<file path="src/rtl/cv32e40x_div_ctrl.sv">
// cv32e40x_div_ctrl: iterative radix-2 restoring divider for RV32M DIV/DIVU/REM/REMU.
// Define CV32E40X_DIV_EARLY_EXIT_EN to skip the leading-zero iterations of the dividend.
module cv32e40x_div_ctrl #(
  parameter int DIV_W = 32,
  parameter int CNT_W = 6
) (
  input  logic             clk,
  input  logic             rst_n,
  input  logic             kill_i,
  input  logic             enable_i,
  input  logic [1:0]       operator_i,
  input  logic [DIV_W-1:0] op_a_i,
  input  logic [DIV_W-1:0] op_b_i,
  input  logic             ex_ready_i,
  output logic [DIV_W-1:0] result_o,
  output logic             ready_o
);
  typedef enum logic [1:0] {IDLE, INIT, DIVIDE, DONE} state_e;
  state_e           state_q, state_n;
  logic [CNT_W-1:0] cnt_q, cnt_n, init_cnt;
  logic [DIV_W-1:0] a_q, a_n, b_q, b_n, rem_q, rem_n, quo_q, quo_n, div_q, div_n, res_q, res_n;
  logic [DIV_W-1:0] abs_a, abs_b, init_quo, step_rem, step_quo, step_val;
  logic [DIV_W:0]   sh;
  logic [1:0]       op_q, op_n;
  logic             neg_q, neg_n, sgn, rem_op, ovf, ge, zero_a;
  assign sgn      = ~op_q[0];
  assign rem_op   = op_q[1];
  assign abs_a    = (sgn & a_q[DIV_W-1]) ? -a_q : a_q;
  assign abs_b    = (sgn & b_q[DIV_W-1]) ? -b_q : b_q;
  assign ovf      = sgn & (a_q == {1'b1, {(DIV_W-1){1'b0}}}) & (&b_q);
  // 33-bit compare of the shifted partial remainder; the low 32 bits of the difference are exact when ge
  assign sh       = {rem_q, quo_q[DIV_W-1]};
  assign ge       = sh >= {1'b0, div_q};
  assign step_rem = ge ? sh[DIV_W-1:0] - div_q : sh[DIV_W-1:0];
  assign step_quo = {quo_q[DIV_W-2:0], ge};
  assign step_val = rem_op ? step_rem : step_quo;
`ifdef CV32E40X_DIV_EARLY_EXIT_EN
  function automatic logic [CNT_W-1:0] clz(input logic [DIV_W-1:0] v);
    clz = CNT_W'(DIV_W);
    for (int i = 0; i < DIV_W; i++)
      if (v[i]) clz = CNT_W'(DIV_W - 1 - i);
  endfunction
  logic [CNT_W-1:0] lz;
  assign lz       = clz(abs_a);
  assign init_cnt = CNT_W'(DIV_W) - lz;
  assign init_quo = abs_a << lz;
  assign zero_a   = abs_a == '0;
`else
  assign init_cnt = CNT_W'(DIV_W);
  assign init_quo = abs_a;
  assign zero_a   = 1'b0;
`endif
  always_comb begin
    state_n = state_q;
    cnt_n   = cnt_q;
    a_n     = a_q;
    b_n     = b_q;
    op_n    = op_q;
    rem_n   = rem_q;
    quo_n   = quo_q;
    div_n   = div_q;
    neg_n   = neg_q;
    res_n   = res_q;
    case (state_q)
      IDLE: if (enable_i && !kill_i) begin
        state_n = INIT;
        a_n     = op_a_i;
        b_n     = op_b_i;
        op_n    = operator_i;
      end
      INIT: begin
        cnt_n   = init_cnt;
        rem_n   = '0;
        quo_n   = init_quo;
        div_n   = abs_b;
        neg_n   = sgn & (rem_op ? a_q[DIV_W-1] : a_q[DIV_W-1] ^ b_q[DIV_W-1]);
        state_n = (b_q == '0 || ovf || zero_a) ? DONE : DIVIDE;
        if (b_q == '0) res_n = rem_op ? a_q : '1;
        else if (ovf) res_n = rem_op ? '0 : {1'b1, {(DIV_W-1){1'b0}}};
        else if (zero_a) res_n = '0;
      end
      DIVIDE: begin
        rem_n = step_rem;
        quo_n = step_quo;
        cnt_n = cnt_q - CNT_W'(1);
        if (cnt_q == CNT_W'(1)) begin
          state_n = DONE;
          res_n   = neg_q ? -step_val : step_val;
        end
      end
      DONE: state_n = ex_ready_i ? IDLE : DONE;
      default: state_n = IDLE;
    endcase
    if (kill_i) begin
      state_n = IDLE;
      cnt_n   = '0;
    end
  end
  always_ff @(posedge clk or negedge rst_n) begin
    if (!rst_n) begin
      state_q <= IDLE;
      cnt_q   <= '0;
      a_q     <= '0;
      b_q     <= '0;
      op_q    <= '0;
      rem_q   <= '0;
      quo_q   <= '0;
      div_q   <= '0;
      neg_q   <= 1'b0;
      res_q   <= '0;
    end else begin
      state_q <= state_n;
      cnt_q   <= cnt_n;
      a_q     <= a_n;
      b_q     <= b_n;
      op_q    <= op_n;
      rem_q   <= rem_n;
      quo_q   <= quo_n;
      div_q   <= div_n;
      neg_q   <= neg_n;
      res_q   <= res_n;
    end
  end
  assign result_o = res_q;
  assign ready_o  = kill_i | (state_q == DONE) | ((state_q == IDLE) & ~enable_i);
endmodule
</file>
<file path="config.mk">
export PLATFORM = sky130hd
export DESIGN_NAME = cv32e40x_div_ctrl
export DESIGN_NICKNAME = d
export VERILOG_FILES = /design/src/rtl/cv32e40x_div_ctrl.sv
export SDC_FILE = /design/constraint.sdc
export NUM_CORES = 1
export LEC_CHECK = 0
export CORE_MARGIN = 2
export CORE_UTILIZATION = 30
export DETAILED_ROUTE_END_ITERATION = 16
export PLACE_DENSITY = 0.5
export SLEW_MARGIN = 15
export SYNTH_ARGS = -nofsm -noshare
export SYNTH_HDL_FRONTEND = slang
export SYNTH_SLANG_ARGS = --single-unit
</file>
<file path="constraint.sdc">
create_clock -name clk -period 13 [get_ports clk]
set_input_delay 2.6 -clock clk [delete_from_list [all_inputs] [get_ports clk]]
set_output_delay 2.6 -clock clk [all_outputs]
set_load 0.1 [all_outputs]
</file>
==> impl_summary.log <==
[metrics] run status: finished, final reports clean
[metrics] insertion delay of the later-clocked pin in the worst-skew pair: 0.56 ns
[metrics] VDD IR-drop max: 0.1352 mV
[metrics] standby leakage power: 6.686 nW
[metrics] width of the die: 222.1 µm
[metrics] combinational family with the most area after synthesis: compound AO/OA/AOI/OAI gates
[metrics] unrepaired setup endpoints after global routing: no
[metrics] count of nets after finishing: 1801
[metrics] number of clock sinks: 203
[metrics] I/O pin cnt: 104
[metrics] total number of vias: 12490
[metrics] die area: 0.04934 mm²
[metrics] synthesized netlist net count: 1756
[metrics] post-synthesis sequential area ratio: 35.59%
[metrics] worst setup slack after placement: 5.828 ns
[metrics] total global routing overflow: 0
[metrics] hold violation total from the final report: 0
[metrics] effective utilization at floorplan: 30.53%
[metrics] share of layout cells above drive strength 1: 13.24%
[metrics] arrival time of the worst setup path: 4.58 ns
[metrics] proportion of synthesized area in mux cells: 9.328%
[metrics] area added between synthesis and finish: 16.98%
[metrics] global placer's final weighted congestion: 0.8870
[metrics] min setup slack post-route: 5.820 ns
[metrics] number of flops mapped to enable cells by yosys: 0
[metrics] Root Buffer: sky130_fd_sc_hd__clkbuf_16
[metrics] number of setup buffers added after CTS: 0
[metrics] Post-synth ARST share: 100.0%
[metrics] CTS tree: built
[metrics] total of hold buffers inserted after clock tree synthesis: 0
[metrics] worst min-delay path category: register to register
[metrics] worst-path maximum fanout: 10
[metrics] synthesized area divided by synthesized cell count: 8.697 µm²
[metrics] area fraction in compound gates after synthesis: 21.78%
[metrics] number of max-capacitance violations reported: 0
[metrics] Total Power: 0.003982 W
[metrics] total routing resource utilization after global routing: 18.31%
[metrics] first-pass detailed-route iteration total: 7
[metrics] average wire per cell in the routed design: 19.61 µm
[metrics] number of different library cells in the post-synthesis netlist: 101
[metrics] Resized cells post-CTS: 0
[metrics] flop and latch count out of synthesis: 203
[metrics] path type of the worst setup path: input pin to primary output
[metrics] mapped cell area: 0.01427 mm²
[metrics] Warnings, synthesis: 0
[metrics] number of placement rows: 79
[metrics] Worst Path Required: 10.40 ns
[metrics] clock slew seen by the registers of the worst setup and hold paths: 0.06 ns
[metrics] drt first-iter violations: 853
[metrics] Die Y: 222.1 µm
[metrics] WL final: 45.39 mm
[metrics] time the worst path needs with I/O delays and setup: 7.180 ns
[metrics] Worst Setup End Kind: primary output
[metrics] post-DR vias/cell: 5.395
[metrics] Final setup violation count: 0
[metrics] maximum clock frequency: 139.3 MHz
[metrics] global-route wire length before repair: 72.04 mm
[metrics] slew at the pin with the worst max-slew slack: 1.170 ns
[metrics] final worst path period share: 55.23%
[metrics] H-tree levels: 1
[metrics] buffer depth of the longest clock path: 3
[metrics] initial antenna violation count: 1
[metrics] placed wire-length estimate after detailed placement: 33.78 mm
[metrics] critical path startpoint category: input pin
[metrics] setup total negative slack: 0 ns
[metrics] Synth Area in Simple Gates: 17.60%
[metrics] post-detailed-route DRC marker count: 0
[metrics] xor-xnor portion of the synthesized cell area: 6.198%
[metrics] total CTS buffers: 27
[metrics] count of input and output buffers: 103
[metrics] residual antenna-violating net count after detailed routing: 0
[metrics] ratio of total power to cell area: 238.5 mW/mm²
[metrics] Cells after Synth: 1641
[metrics] most frequently used flop master after synthesis: sky130_fd_sc_hd__dfrtp_1
[metrics] post-synthesis share of cell area spent on full adders, half adders and majority gates: 3.910%
[metrics] vias in the first global route: 12400
[metrics] pin count of the biggest net entering global routing: 95
[metrics] CORE AREA: 0.04675 mm²
[metrics] Slew headroom: 21.43%
[metrics] max-slew violations: 0
[metrics] worst clock skew: 0.01328 ns
==> cell usage after synthesis (13+ instances only) <==
cell                       number  share of area, %
sky130_fd_sc_hd__a211oi_1      13              0.68
sky130_fd_sc_hd__a21oi_1      125               4.4
sky130_fd_sc_hd__a31oi_1       34               1.5
sky130_fd_sc_hd__and3_1        13              0.57
sky130_fd_sc_hd__buf_2         19              0.67
sky130_fd_sc_hd__clkbuf_1      61               1.6
sky130_fd_sc_hd__dfrtp_1      203                36
sky130_fd_sc_hd__ha_1          43               3.8
sky130_fd_sc_hd__inv_1         83               2.2
sky130_fd_sc_hd__mux2_2       104               8.2
sky130_fd_sc_hd__mux2i_1       16               1.1
sky130_fd_sc_hd__nand2_1      141               3.7
sky130_fd_sc_hd__nand3_1       23              0.81
sky130_fd_sc_hd__nand4_1       28               1.2
sky130_fd_sc_hd__nor2_1       160               4.2
sky130_fd_sc_hd__nor2b_1       18              0.79
sky130_fd_sc_hd__nor3_1        39               1.4
sky130_fd_sc_hd__o21ai_0      122               4.3
sky130_fd_sc_hd__o22ai_1       33               1.4
sky130_fd_sc_hd__o31ai_1       23               1.2
sky130_fd_sc_hd__or3_1         14              0.61
sky130_fd_sc_hd__xnor2_1       44               2.7
sky130_fd_sc_hd__xor2_1        57               3.5
==> registers in the layout (all words and copies together) (netlist names) <==
register	cells
state_q	2
op_q	2
neg_q	1
quo_q	32
result_o	32
rem_q	32
b_q	32
div_q	32
a_q	32
cnt_q	6
==> kinds of logic after synthesis <==
logic type               after synthesis
AO/OA/AOI/OAI                        477
XOR/XNOR                             101
buffers and inverters                188
AND/OR/NAND/NOR                      508
flip-flops                           203
adder cells (fa/ha/maj)               44
multiplexers                         120
==> report_power, final <==
group	leakage, nW	internal, W	switching [W]
logic	3.74	0.000732	0.00129
clock network	0.466	0.000486	0.000296
registers	2.48	0.000881	0.000294
total	6.69	0.00210	0.00188
==> metrics by stage <==
step                std cells  hold slack, ns  instance area [µm²]  utilization, %
floorplan                1641          0.4849                14270               -
global placement         2264          0.4760                15750           33.68
detailed placement       2264          0.4840                15750           33.68
CTS                      2314          0.4970                16690           35.71
global route             2314          0.5211                16690           35.71
finish                   2315          0.4872                16700           35.71
==> layout make-up <==
type | instances | area (µm²)
fillers | 4783 | 30060
repair buffers | 119 | 1155
flip-flops and latches | 203 | 5081
well taps | 607 | 759.5
clock buffers | 39 | 800.8
clock inverters | 11 | 143.9
multi-input cells | 1250 | 8434
inverters | 85 | 319.1
diodes | 1 | 2.502
==> final timing paths <==
check | startpoint | end | slack [ns] | cells after the start
max reg2reg | rem_q[17]$_DFFE_PN0P_ | result_o[20]$_DFFE_PN0P_ | 7.81 | 12
max | kill_i | ready_o | 5.82 | 3
min | result_o[23]$_DFFE_PN0P_ | result_o[23]$_DFFE_PN0P_ | 0.49 | 2
max in group asynchronous | rst_n | a_q[25]$_DFFE_PN0P_ | 9.52 | 2
min reg2reg | result_o[23]$_DFFE_PN0P_ | result_o[23]$_DFFE_PN0P_ | 0.49 | 2
min in group asynchronous | rst_n | div_q[12]$_DFFE_PN0P_ | 2.12 | 1
==> per-layer routing <==
metal	GRT usage (%)	vias to the layer above	wire length, µm
met5	0	-	0
met4	4.054	0	864
met3	1.802	55	1705
met2	30.08	276	21350
met1	25.94	6123	21470
li1	-	6036	-
==> cells in the final DEF, fill, tap and decap left out, drive strengths merged, types with 6 or more instances in the layout <==
master and n:
mux2 104, buf 16, a31oi 34, ha 43, nand2b 10, inv 86, dfrtp 203, o41ai 8
a21o 6, xor2 57, or3 14, a22oi 6, nand4 31, o211ai 7, o21ai 133, clkbuf 40
o31a 6, o31ai 25, and2 9, or4 11, nand3 24, xnor2 44, clkdlybuf4s50 102, a211oi 16
mux2i 16, nor4 11, nor2b 19, nor3 40, clkinv 6, a31o 6, and3 13, nor2 161
o22ai 33, nand2 142, a21oi 131
==> worst max-delay path, stage by stage <==
cell	delay, ns
sky130_fd_sc_hd__clkdlybuf4s50_1	0.57
sky130_fd_sc_hd__or3_1	0.44
sky130_fd_sc_hd__clkdlybuf4s50_1	0.97
No activity file was read; power rests on OpenSTA's default activity.
